### config.mk
export PLATFORM = sky130hd
export DESIGN_NAME = mfi_msg_reader_flat
export DESIGN_NICKNAME = d
export VERILOG_FILES = /design/src/rtl/mfi_pkg.sv /design/src/rtl/mfi_msg_reader_if.sv /design/src/rtl/mfi_skid_buf.sv /design/src/rtl/mfi_msg_reader.sv /design/src/flat_wrapper.sv
export SDC_FILE = /design/constraint.sdc
export NUM_CORES = 1
export LEC_CHECK = 0
export ABC_AREA = 1
export BUFFER_PORTS_ARGS = -buffer_cell sky130_fd_sc_hd__clkbuf_2
export CORE_ASPECT_RATIO = 1.4
export CORE_UTILIZATION = 27
export CTS_BUF_LIST = sky130_fd_sc_hd__clkbuf_16
export DETAILED_ROUTE_END_ITERATION = 10
export PLACE_DENSITY = 0.43
export SETUP_SLACK_MARGIN = 0.3
export SYNTH_ARGS = -nofsm -noshare
export SYNTH_HDL_FRONTEND = slang
export SYNTH_HIERARCHICAL = 1
export SYNTH_SLANG_ARGS = --single-unit
### constraint.sdc
create_clock -name clk -period 3.7 [get_ports clk]
set_clock_uncertainty 0.05 [all_clocks]
set_input_delay 0.555 -clock clk [delete_from_list [all_inputs] [get_ports clk]]
set_output_delay 0.555 -clock clk [all_outputs]
set_load 0.03 [all_outputs]
### src/rtl/mfi_pkg.sv
// Shared constants, FSM encoding and iAP2 checksum helper for the MFi
// descriptor RAM reader.
package mfi_pkg;

  localparam int MFI_RAM_DEPTH = 2048;
  localparam int MFI_RAM_AW    = $clog2(MFI_RAM_DEPTH);

  typedef enum logic [1:0] {
    ST_IDLE = 2'd0,
    ST_READ = 2'd1,
    ST_CSUM = 2'd2,
    ST_FIN  = 2'd3
  } mfi_state_e;

  // iAP2 checksum byte: two's complement of the 8-bit running sum.
  function automatic logic [7:0] csum8(input logic [7:0] sum);
    return ~sum + 8'd1;
  endfunction

endpackage

### src/rtl/mfi_msg_reader_if.sv
// Byte stream (valid/ready) from the message reader to the iAP2 framer.
interface mfi_msg_reader_if #(
  parameter int DW = 8
);
  logic          m_valid;
  logic          m_ready;
  logic [DW-1:0] m_data;
  logic          m_last;

  modport master (output m_valid, m_data, m_last, input m_ready);
  modport slave  (input m_valid, m_data, m_last, output m_ready);
endinterface

### src/rtl/mfi_skid_buf.sv
// Two-entry byte+last buffer; the head register drives the output directly,
// the tail catches a beat that arrives while the head is stalled.
module mfi_skid_buf #(
  parameter int DW = 8
) (
  input  logic          clk,
  input  logic          rst,
  input  logic          push,
  input  logic [DW-1:0] push_data,
  input  logic          push_last,
  input  logic          pop,
  output logic [1:0]    occ,
  output logic          out_valid,
  output logic [DW-1:0] out_data,
  output logic          out_last
);

  logic [1:0]    occ_r;
  logic [DW-1:0] head_data_r;
  logic [DW-1:0] tail_data_r;
  logic          head_last_r;
  logic          tail_last_r;

  // Buffer storage and occupancy; the writer never pushes into a full, unpopped buffer.
  always_ff @(posedge clk) begin
    if (rst) begin
      occ_r       <= 2'd0;
      head_data_r <= {DW{1'b0}};
      tail_data_r <= {DW{1'b0}};
      head_last_r <= 1'b0;
      tail_last_r <= 1'b0;
    end else begin
      case ({push, pop})
        2'b10: begin
          if (occ_r == 2'd0) begin
            head_data_r <= push_data;
            head_last_r <= push_last;
          end else begin
            tail_data_r <= push_data;
            tail_last_r <= push_last;
          end
          occ_r <= occ_r + 2'd1;
        end
        2'b01: begin
          head_data_r <= tail_data_r;
          head_last_r <= tail_last_r;
          occ_r       <= occ_r - 2'd1;
        end
        2'b11: begin
          if (occ_r == 2'd1) begin
            head_data_r <= push_data;
            head_last_r <= push_last;
          end else begin
            head_data_r <= tail_data_r;
            head_last_r <= tail_last_r;
            tail_data_r <= push_data;
            tail_last_r <= push_last;
          end
        end
        default: begin
          occ_r <= occ_r;
        end
      endcase
    end
  end

  assign occ       = occ_r;
  assign out_valid = (occ_r != 2'd0);
  assign out_data  = head_data_r;
  assign out_last  = head_last_r;

endmodule

### src/rtl/mfi_msg_reader.sv
// Reads a message from port A of the MFi descriptor RAM and streams it out
// byte by byte, optionally followed by the iAP2 checksum byte.
module mfi_msg_reader
  import mfi_pkg::*;
#(
  parameter int AW = MFI_RAM_AW,
  parameter int DW = 8
) (
  input  logic             clk,
  input  logic             rst,
  input  logic             cmd_valid,
  output logic             cmd_ready,
  input  logic [AW-1:0]    cmd_addr,
  input  logic [AW-1:0]    cmd_len,
  input  logic             cmd_csum,
  output logic             ram_ce,
  output logic             ram_oce,
  output logic [AW-1:0]    ram_ad,
  input  logic [DW-1:0]    ram_dout,
  mfi_msg_reader_if.master m_if,
  output logic             busy,
  output logic             done
);

  localparam logic [AW-1:0] ONE_A = {{(AW-1){1'b0}}, 1'b1};

  mfi_state_e    state_r, state_nx_s;
  logic [AW-1:0] addr_r;
  logic [AW-1:0] issue_rem_r;
  logic          csum_en_r;
  logic [DW-1:0] sum_r;
  logic          in_flight_r;
  logic          in_flight_last_r;
  logic          done_r;

  logic          accept_s;
  logic          issue_s;
  logic          pop_s;
  logic          push_s;
  logic [DW-1:0] push_data_s;
  logic          push_last_s;
  logic          done_set_s;
  logic          drained_s;
  logic [1:0]    occ_s;
  logic [2:0]    level_s;
  logic          buf_valid_s;

  assign cmd_ready = !rst && (state_r == ST_IDLE);
  assign accept_s  = cmd_valid && cmd_ready;
  assign pop_s     = buf_valid_s && m_if.m_ready;
  assign drained_s = (occ_s == 2'd0) || ((occ_s == 2'd1) && pop_s);

  // A read may only be issued if its byte is guaranteed a slot when it returns next cycle.
  assign level_s = {1'b0, occ_s} + {2'b00, in_flight_r} - {2'b00, pop_s};
  assign issue_s = !rst && (state_r == ST_READ) && (issue_rem_r != {AW{1'b0}})
                   && (level_s < 3'd2);

  assign ram_ce  = issue_s;
  assign ram_oce = issue_s;
  assign ram_ad  = addr_r;
  assign busy    = (state_r != ST_IDLE);
  assign done    = done_r;
  assign m_if.m_valid = buf_valid_s;

  // Next-state decode plus buffer push selection.
  always_comb begin
    state_nx_s  = state_r;
    push_s      = 1'b0;
    push_data_s = ram_dout;
    push_last_s = 1'b0;
    done_set_s  = 1'b0;
    case (state_r)
      ST_IDLE: begin
        if (accept_s) begin
          if (cmd_len != {AW{1'b0}}) begin
            state_nx_s = ST_READ;
          end else if (cmd_csum) begin
            state_nx_s = ST_CSUM;
          end else begin
            state_nx_s = ST_FIN;
          end
        end else begin
          state_nx_s = ST_IDLE;
        end
      end
      ST_READ: begin
        if (in_flight_r) begin
          push_s      = 1'b1;
          push_last_s = in_flight_last_r && !csum_en_r;
          if (in_flight_last_r) begin
            state_nx_s = csum_en_r ? ST_CSUM : ST_FIN;
          end else begin
            state_nx_s = ST_READ;
          end
        end else begin
          state_nx_s = ST_READ;
        end
      end
      ST_CSUM: begin
        push_data_s = csum8(sum_r);
        push_last_s = 1'b1;
        if ((occ_s != 2'd2) || pop_s) begin
          push_s     = 1'b1;
          state_nx_s = ST_FIN;
        end else begin
          state_nx_s = ST_CSUM;
        end
      end
      ST_FIN: begin
        if (drained_s) begin
          done_set_s = 1'b1;
          state_nx_s = ST_IDLE;
        end else begin
          state_nx_s = ST_FIN;
        end
      end
      default: begin
        state_nx_s = ST_IDLE;
      end
    endcase
  end

  // State register, command latches, read pipeline and running checksum.
  always_ff @(posedge clk) begin
    if (rst) begin
      state_r          <= ST_IDLE;
      addr_r           <= {AW{1'b0}};
      issue_rem_r      <= {AW{1'b0}};
      csum_en_r        <= 1'b0;
      sum_r            <= {DW{1'b0}};
      in_flight_r      <= 1'b0;
      in_flight_last_r <= 1'b0;
      done_r           <= 1'b0;
    end else begin
      state_r          <= state_nx_s;
      in_flight_r      <= issue_s;
      in_flight_last_r <= issue_s && (issue_rem_r == ONE_A);
      done_r           <= done_set_s;
      if (accept_s) begin
        addr_r      <= cmd_addr;
        issue_rem_r <= cmd_len;
        csum_en_r   <= cmd_csum;
        sum_r       <= {DW{1'b0}};
      end else if (issue_s) begin
        addr_r      <= addr_r + ONE_A;
        issue_rem_r <= issue_rem_r - ONE_A;
      end else begin
        addr_r      <= addr_r;
      end
      if (push_s && (state_r == ST_READ)) begin
        sum_r <= sum_r + ram_dout;
      end else begin
        sum_r <= (accept_s) ? {DW{1'b0}} : sum_r;
      end
    end
  end

  mfi_skid_buf #(.DW(DW)) u_skid (
    .clk       (clk),
    .rst       (rst),
    .push      (push_s),
    .push_data (push_data_s),
    .push_last (push_last_s),
    .pop       (pop_s),
    .occ       (occ_s),
    .out_valid (buf_valid_s),
    .out_data  (m_if.m_data),
    .out_last  (m_if.m_last)
  );

endmodule

### src/flat_wrapper.sv
// flat-port wrapper written by rule: the top's interface ports become plain ports
module mfi_msg_reader_flat import mfi_pkg::*;
#(
  parameter int AW = MFI_RAM_AW,
  parameter int DW = 8
)
  (clk, rst, cmd_valid, cmd_ready, cmd_addr, cmd_len, cmd_csum, ram_ce, ram_oce, ram_ad, ram_dout, busy, done, m_if_m_valid, m_if_m_data, m_if_m_last, m_if_m_ready);
  mfi_msg_reader_if #(.DW(DW)) m_if_i ();
  input  logic clk;
  input  logic rst;
  input  logic cmd_valid;
  output logic cmd_ready;
  input  logic [AW-1:0] cmd_addr;
  input  logic [AW-1:0] cmd_len;
  input  logic cmd_csum;
  output logic ram_ce;
  output logic ram_oce;
  output logic [AW-1:0] ram_ad;
  input  logic [DW-1:0] ram_dout;
  output logic busy;
  output logic done;
  output wire logic [$bits(m_if_i.m_valid)-1:0] m_if_m_valid;
  output wire logic [$bits(m_if_i.m_data)-1:0] m_if_m_data;
  output wire logic [$bits(m_if_i.m_last)-1:0] m_if_m_last;
  input wire logic [$bits(m_if_i.m_ready)-1:0] m_if_m_ready;
  assign m_if_m_valid = m_if_i.m_valid;
  assign m_if_m_data = m_if_i.m_data;
  assign m_if_m_last = m_if_i.m_last;
  assign m_if_i.m_ready = m_if_m_ready;
  mfi_msg_reader #(.AW(AW), .DW(DW)) u_core (.clk(clk), .rst(rst), .cmd_valid(cmd_valid), .cmd_ready(cmd_ready), .cmd_addr(cmd_addr), .cmd_len(cmd_len), .cmd_csum(cmd_csum), .ram_ce(ram_ce), .ram_oce(ram_oce), .ram_ad(ram_ad), .ram_dout(ram_dout), .m_if(m_if_i), .busy(busy), .done(done));
endmodule
Word-level counts from Yosys, hierarchy flattened
Cells that the tools add are included.
W data, S select, Z words.

operators by class
  order comparisons = 1
  muxes and demuxes = 35
  reduce and logical (&&, ||, !) cells = 28
  bitwise logic cells = 2
  $add $sub $neg = 8
  equal/unequal tests = 12

operator list
  kind                     number
  $mux W8                  7
  $mux W11                 4
  $pmux W8 S3              1
  $reduce_bool A11 Y1      2
  $pmux W8 S2              1
  $reduce_bool A2 Y1       6
  $add A11 B1 Y11 const B  1
  $eq A11 B1 Y1 const B    1
  $mux W1                  11
  $sub A11 B1 Y11 const B  1
  $logic_and A1 B1 Y1      10
  $mux W2                  5
  $add A8 B1 Y8 const B    1
  $add A8 B8 Y8            1
  $eq A2 B2 Y1 const B     4
  $not A8 Y8               1
  $pmux W2 S4              1
  $eq A2 B1 Y1 const B     3
  $ne A2 B2 Y1 const B     3
  $pmux W1 S2              3
  $logic_not A2 Y1         2
  $pmux W2 S2              1
  $add A2 B1 Y3            1
  $lt A3 B2 Y1 const B     1
  12 further kinds         14

storage, ports and cells
  logic and storage cells = 99
  output and inout port bits = 26
  bits in registers = 56
  input bits = 35

Logic depth before layout (Yosys ltp)
  depth after elaboration = 8
  gate-level depth with buffers = 18
  mapped depth without buffers = 17

Modules after synthesis
Netlist, hierarchy kept.

by module, submodules not included
  module          sequential area each (um2)  cells each  area an instance (um2)  instances
  mfi_msg_reader  720.7                       457         2887.8                  1
  mfi_skid_buf    400.4                       148         1051.0                  1

Worst setup path after synthesis
OpenSTA, ideal clock, no wires.

  kind = flip-flop to output port
  start point = register u_core.u_skid.occ_r[1], in the netlist u_core/u_skid/occ[1]
  end point = output ram_oce
  data required time = 3.095 ns
  path slack = 0.370 ns
  buffers on the path = 2
  arrival = 2.725 ns
  cell stages (with the launch flop) = 14
  path through = dfxtp_1 inv_1 ha_1 inv_1 nand2_1 nor2_1 o21ai_0 fa_1 nand3_2 nor2_2 nand2_4 buf_6 inv_1 buf_4

between the ends
  longest elaborated chain between the ends = 5
  elaborated cells between the ends (all ways) = 6
  classes of those cells = add/sub (2); order compare (1); reduce/logical (3)

RTL lines
  what                    RTL line              text
  from (decl)             mfi_skid_buf.sv:18    logic [1:0] occ_r;
  from (signal assigned)  mfi_skid_buf.sv:42    occ_r <= occ_r + 2'd1;
  from (signal assigned)  mfi_skid_buf.sv:47    occ_r <= occ_r - 2'd1;
  from (signal assigned)  mfi_skid_buf.sv:61    occ_r <= occ_r;
  $reduce_bool A2 Y1      mfi_skid_buf.sv:68    assign out_valid = (occ_r != 2'd0);
  via m_if_m_valid        flat_wrapper.sv:22    output wire logic [$bits(m_if_i.m_valid)-1:0] m_if_m_valid;
  $logic_and A1 B1 Y1     mfi_msg_reader.sv:50  assign pop_s = buf_valid_s && m_if.m_ready;
  $sub A3 B1 Y3           mfi_msg_reader.sv:54  assign level_s = {1'b0, occ_s} + {2'b00, in_flight_r} - {2'b00, pop_s};
  $lt A3 B2 Y1            mfi_msg_reader.sv:56  && (level_s < 3'd2);
  $logic_and A1 B1 Y1     mfi_msg_reader.sv:56
  to (decl)               flat_wrapper.sv:17    output logic ram_oce;

The timed path passes the listed nets, and every way through them passes these cells.

Worst setup path in the final report
  start point = register u_core.u_skid.occ_r[1], in the netlist u_core/u_skid/occ[1]
  end point = output ram_oce

between the ends
  longest elaborated chain between the ends = 5
  elaborated cells between the ends (all ways) = 6
  classes of those cells = add/sub (2); order compare (1); reduce/logical (3)

RTL lines
  what                                                                   RTL line
  parallel branches: the longest is 2 deep, another holds $add A2 B1 Y3  -
  $sub A3 B1 Y3 *                                                        mfi_msg_reader.sv:54
  $lt A3 B2 Y1 *                                                         mfi_msg_reader.sv:56
  $logic_and A1 B1 Y1 *                                                  mfi_msg_reader.sv:56

Mark *: on every way between the ends.

==> results.json <==
{
  "outcome": "completed",
  "worst_pin_slew_ps": 556,
  "r2r_start": "u_core/u_skid/occ[1]",
  "simple_gate_area_share_of_the_yosys_netlist": 0.413,
  "standby_leakage_power_nw": 2.14,
  "nets_finish": 717,
  "finalWeightedCongestion": 0.773,
  "path_clk_slew_ps": 80,
  "power_frac_clock": 0.325,
  "area_growth_pct": 14.4,
  "post-route-period-util": 0.855,
  "cell_area_after_technology_mapping_um2": 3940,
  "synth_cells": 605,
  "cp-startpoint": "u_core/u_skid/occ[1]",
  "tritoncts": "done",
  "crit_end": "ram_oce",
  "ctsRootBufferMaster": "clkbuf_16",
  "postSynthNetCount": 665,
  "netlist-cell-type-count": 33,
  "grt_pass1_wl_mm": 18.3,
  "power_switching_share": 0.338,
  "io_pins": 61,
  "largest_family_of_logic_cells_by_synthesized_area": "simple AND/OR/NAND/NOR gates",
  "worst_path_max_delay_cell": "fa_1",
  "num_rows": 51,
  "worst_slew_margin_rel": 0.629,
  "synth.area.top_cells": "dfxtp_1 28%, nand2_1 16%, nand3_1 8.5%, nor2_1 8.0%, ha_1 7.3%",
  "dieWidth_um": 104,
  "worst_r2r_path_depth": 14,
  "gr-usage-all-layers": 0.147,
  "crit_top_cell": "inv_1",
  "net-switching-power_uw": 523,
  "worst_setup_slack_before_clock_tree_synthesis_ps": 771,
  "drt-wirelength-per-cell_um": 12.7,
  "worst_slack_ps": 536,
  "avgSynthCellArea_um2": 6.51,
  "place_area_um2": 4350,
  "worst_skew_late_latency_ps": 300,
  "ctsLongestPathBuffers": 2,
  "drv_slew": 0,
  "layout-drive-gt1-share": 0.147,
  "peakVddDrop_mv": 0.165,
  "port_buffers": 60,
  "yosys.area.top_type_share": 0.285,
  "final_cell_area_um2": 4510,
  "drt_drc_violations_left": 0,
  "antenna_cells_inserted": 0,
  "layout.cells.most_common_list": "170 x nand2_1, 84 x nor2_1, 67 x nand3_1",
  "ys_warns": 6,
  "cts.sinks": 56,
  "antenna_violating_nets_post_route": 0,
  "routed_via_density": 4.60,
  "initial_antenna_violation_count": 0,
  "cts_post_setup_buffers_inserted": 0,
  "crit_arrival_ps": 2560,
  "htree_num_levels": 2,
  "kind_of_start_point_of_the_critical_path": "register",
  "timing.critical_path.required_ps": 3090,
  "setup.reg_to_reg.worst_slack_ps": 860,
  "max_stage_delay_ps": 520,
  "synth_mux_area_frac": 0,
  "fin_setup_tns_ps": 0,
  "layout_min_cycle_time_ps": 3160,
  "die_y_um": 145,
  "synth_adder_area_share": 0.0832,
  "die-area_um2": 15100,
  "count_of_flip_flops_with_a_built_in_enable_after_synthesis": 0,
  "grt_overflow": 0,
  "fmax_mhz": 316,
  "floorplan.core_area_um2": 14100,
  "ys_dominant_reg_cell": "dfxtp_1",
  "synth.yosys.seq_area_share": 0.285,
  "library_cell_occupying_the_most_area_in_the_post_synthesis_netlist": "dfxtp_1",
  "ys_ff_latch": 56,
  "timing.final.hold_violations": 0,
  "grt_max_degree": 46,
  "ys_async_sr_fraction": 0,
  "crit_chain": "inv_1 -> ha_1 -> inv_1 -> nand2_1 -> nor2_1 -> o21ai_0 -> fa_1 -> nand3_2 -> nor2_2 -> nand2_4 -> inv_1 -> clkbuf_2",
  "vias": 3877,
  "synthesized_area_fraction_occupied_by_xor_and_xnor_cells": 0.0334,
  "r2r_end": "u_core/ram_ad[1]",
  "sequentialPowerShare": 0.427,
  "detailed_place_hpwl_mm": 8.22,
  "routed_wl_mm": 10.7,
  "p_int_mw": 1.02,
  "kind_of_critical_path": "register to output pin",
  "cts_buffers": 5,
  "worstHoldPathType": "register to register",
  "layout.cells.most_common": "nand2_1",
  "critPathMaxFanout": 5,
  "drt_first_iter_violations": 163,
  "comb_power_share": 0.248,
  "synth_compound_area_frac": 0.0969,
  "first_global_vias": 3774,
  "worst_setup_path_end_kind": "output pin",
  "timing.max_cap.violations": 0,
  "first_pass_iters": 4,
  "rsz_0062_raised_after_global_routing": "false",
  "initial_core_util": 0.279,
  "report.final.setup_viol": 0,
  "power_density_nw_per_um2": 343
}
[per-layer routing]
layer  GRT usage  vias to the layer above  share of wire
met2       0.282                       70           0.54
met4      0.0350                        0         0.0094
met3      0.0175                        8          0.028
li1            -                     2045              -
met5           0                        -              0
met1       0.170                     1754           0.43
[flip-flops by register name (all words and copies together) (netlist names)]
| name | flops |
|---|---|
| u_core/state_r | 2 |
| u_core/in_flight_r | 1 |
| u_core/sum_r | 8 |
| u_core/u_skid/out_last | 1 |
| u_core/ram_ad | 11 |
| u_core/issue_rem_r | 11 |
| u_core/u_skid/out_data | 8 |
| u_core/csum_en_r | 1 |
| u_core/u_skid/tail_last_r | 1 |
| u_core/u_skid/occ | 2 |
| u_core/done | 1 |
| u_core/in_flight_last_r | 1 |
| u_core/u_skid/tail_data_r | 8 |
[cell usage after synthesis (5+ instances only)]
master	count
nand2_1	170
nor2_1	84
nand3_1	67
dfxtp_1	56
inv_1	51
a21oi_1	35
o21ai_0	27
ha_1	23
nand3b_1	14
xor2_1	11
nand4_1	6
buf_6	5
inv_2	5
nand3_2	5
o21bai_1	5
[final cells by class]
type,instances,area [um2]
tap,185,231
clock inverter,3,25.0
fill,1613,9600
sequential,56,1120
inverter,57,216
timing repair buffer,62,315
multi-input combinational,475,2470
clock buffer,5,125
[worst max-delay path, delay by kind of cell (launching register included)]
| kind | cells | cell delay, ps |
|---|---|---|
| simple gates | 5 | 590 |
| fa+ha+maj | 2 | 730 |
| flops | 1 | 380 |
| compound gates | 1 | 140 |
| buf+inv | 4 | 430 |
[power by group through the flow]
| stage | Sequential (mW) | Combinational, mW | Clock (mW) |
|---|---|---|---|
| finish | 0.661 | 0.383 | 0.502 |
| global route | 0.666 | 0.437 | 0.552 |
| CTS | 0.661 | 0.390 | 0.525 |
| detailed placement | 0.675 | 0.388 | 0 |
| global placement | 0.674 | 0.385 | 0 |
| floorplan | 0.698 | 0.264 | 0 |
[per-stage QoR]
step,utilization,hold slack [ps],instances,power [mW]
finish,0.319,438,843,1.55
global route,0.319,461,843,1.66
CTS,0.319,440,843,1.58
detailed placement,0.309,423,835,1.06
global placement,0.309,415,835,1.06
floorplan,-,389,605,0.963
[timing repair]
item                       in CTS  in global routing
resized for setup               0                  2
setup endpoints to repair       0                  2
hold buffers                    0                  0
[cell families after synthesis]
family | Yosys count
buf+inv | 74
flops | 56
simple gates | 364
fa+ha+maj | 25
compound gates | 71
xor+xnor | 15
[how the worst min path moves through the flow]
stage,from,to,depth (start not counted)
global placement,u_core/u_skid/tail_data_r[3],u_core/u_skid/tail_data_r[3],2
detailed placement,u_core/u_skid/tail_data_r[3],u_core/u_skid/tail_data_r[3],2
finish,u_core/csum_en_r,u_core/csum_en_r,2
global route,u_core/u_skid/tail_data_r[3],u_core/u_skid/tail_data_r[3],2
floorplan,u_core/csum_en_r,u_core/csum_en_r,2
CTS,u_core/csum_en_r,u_core/csum_en_r,2
(Power assumes the default switching activity.)
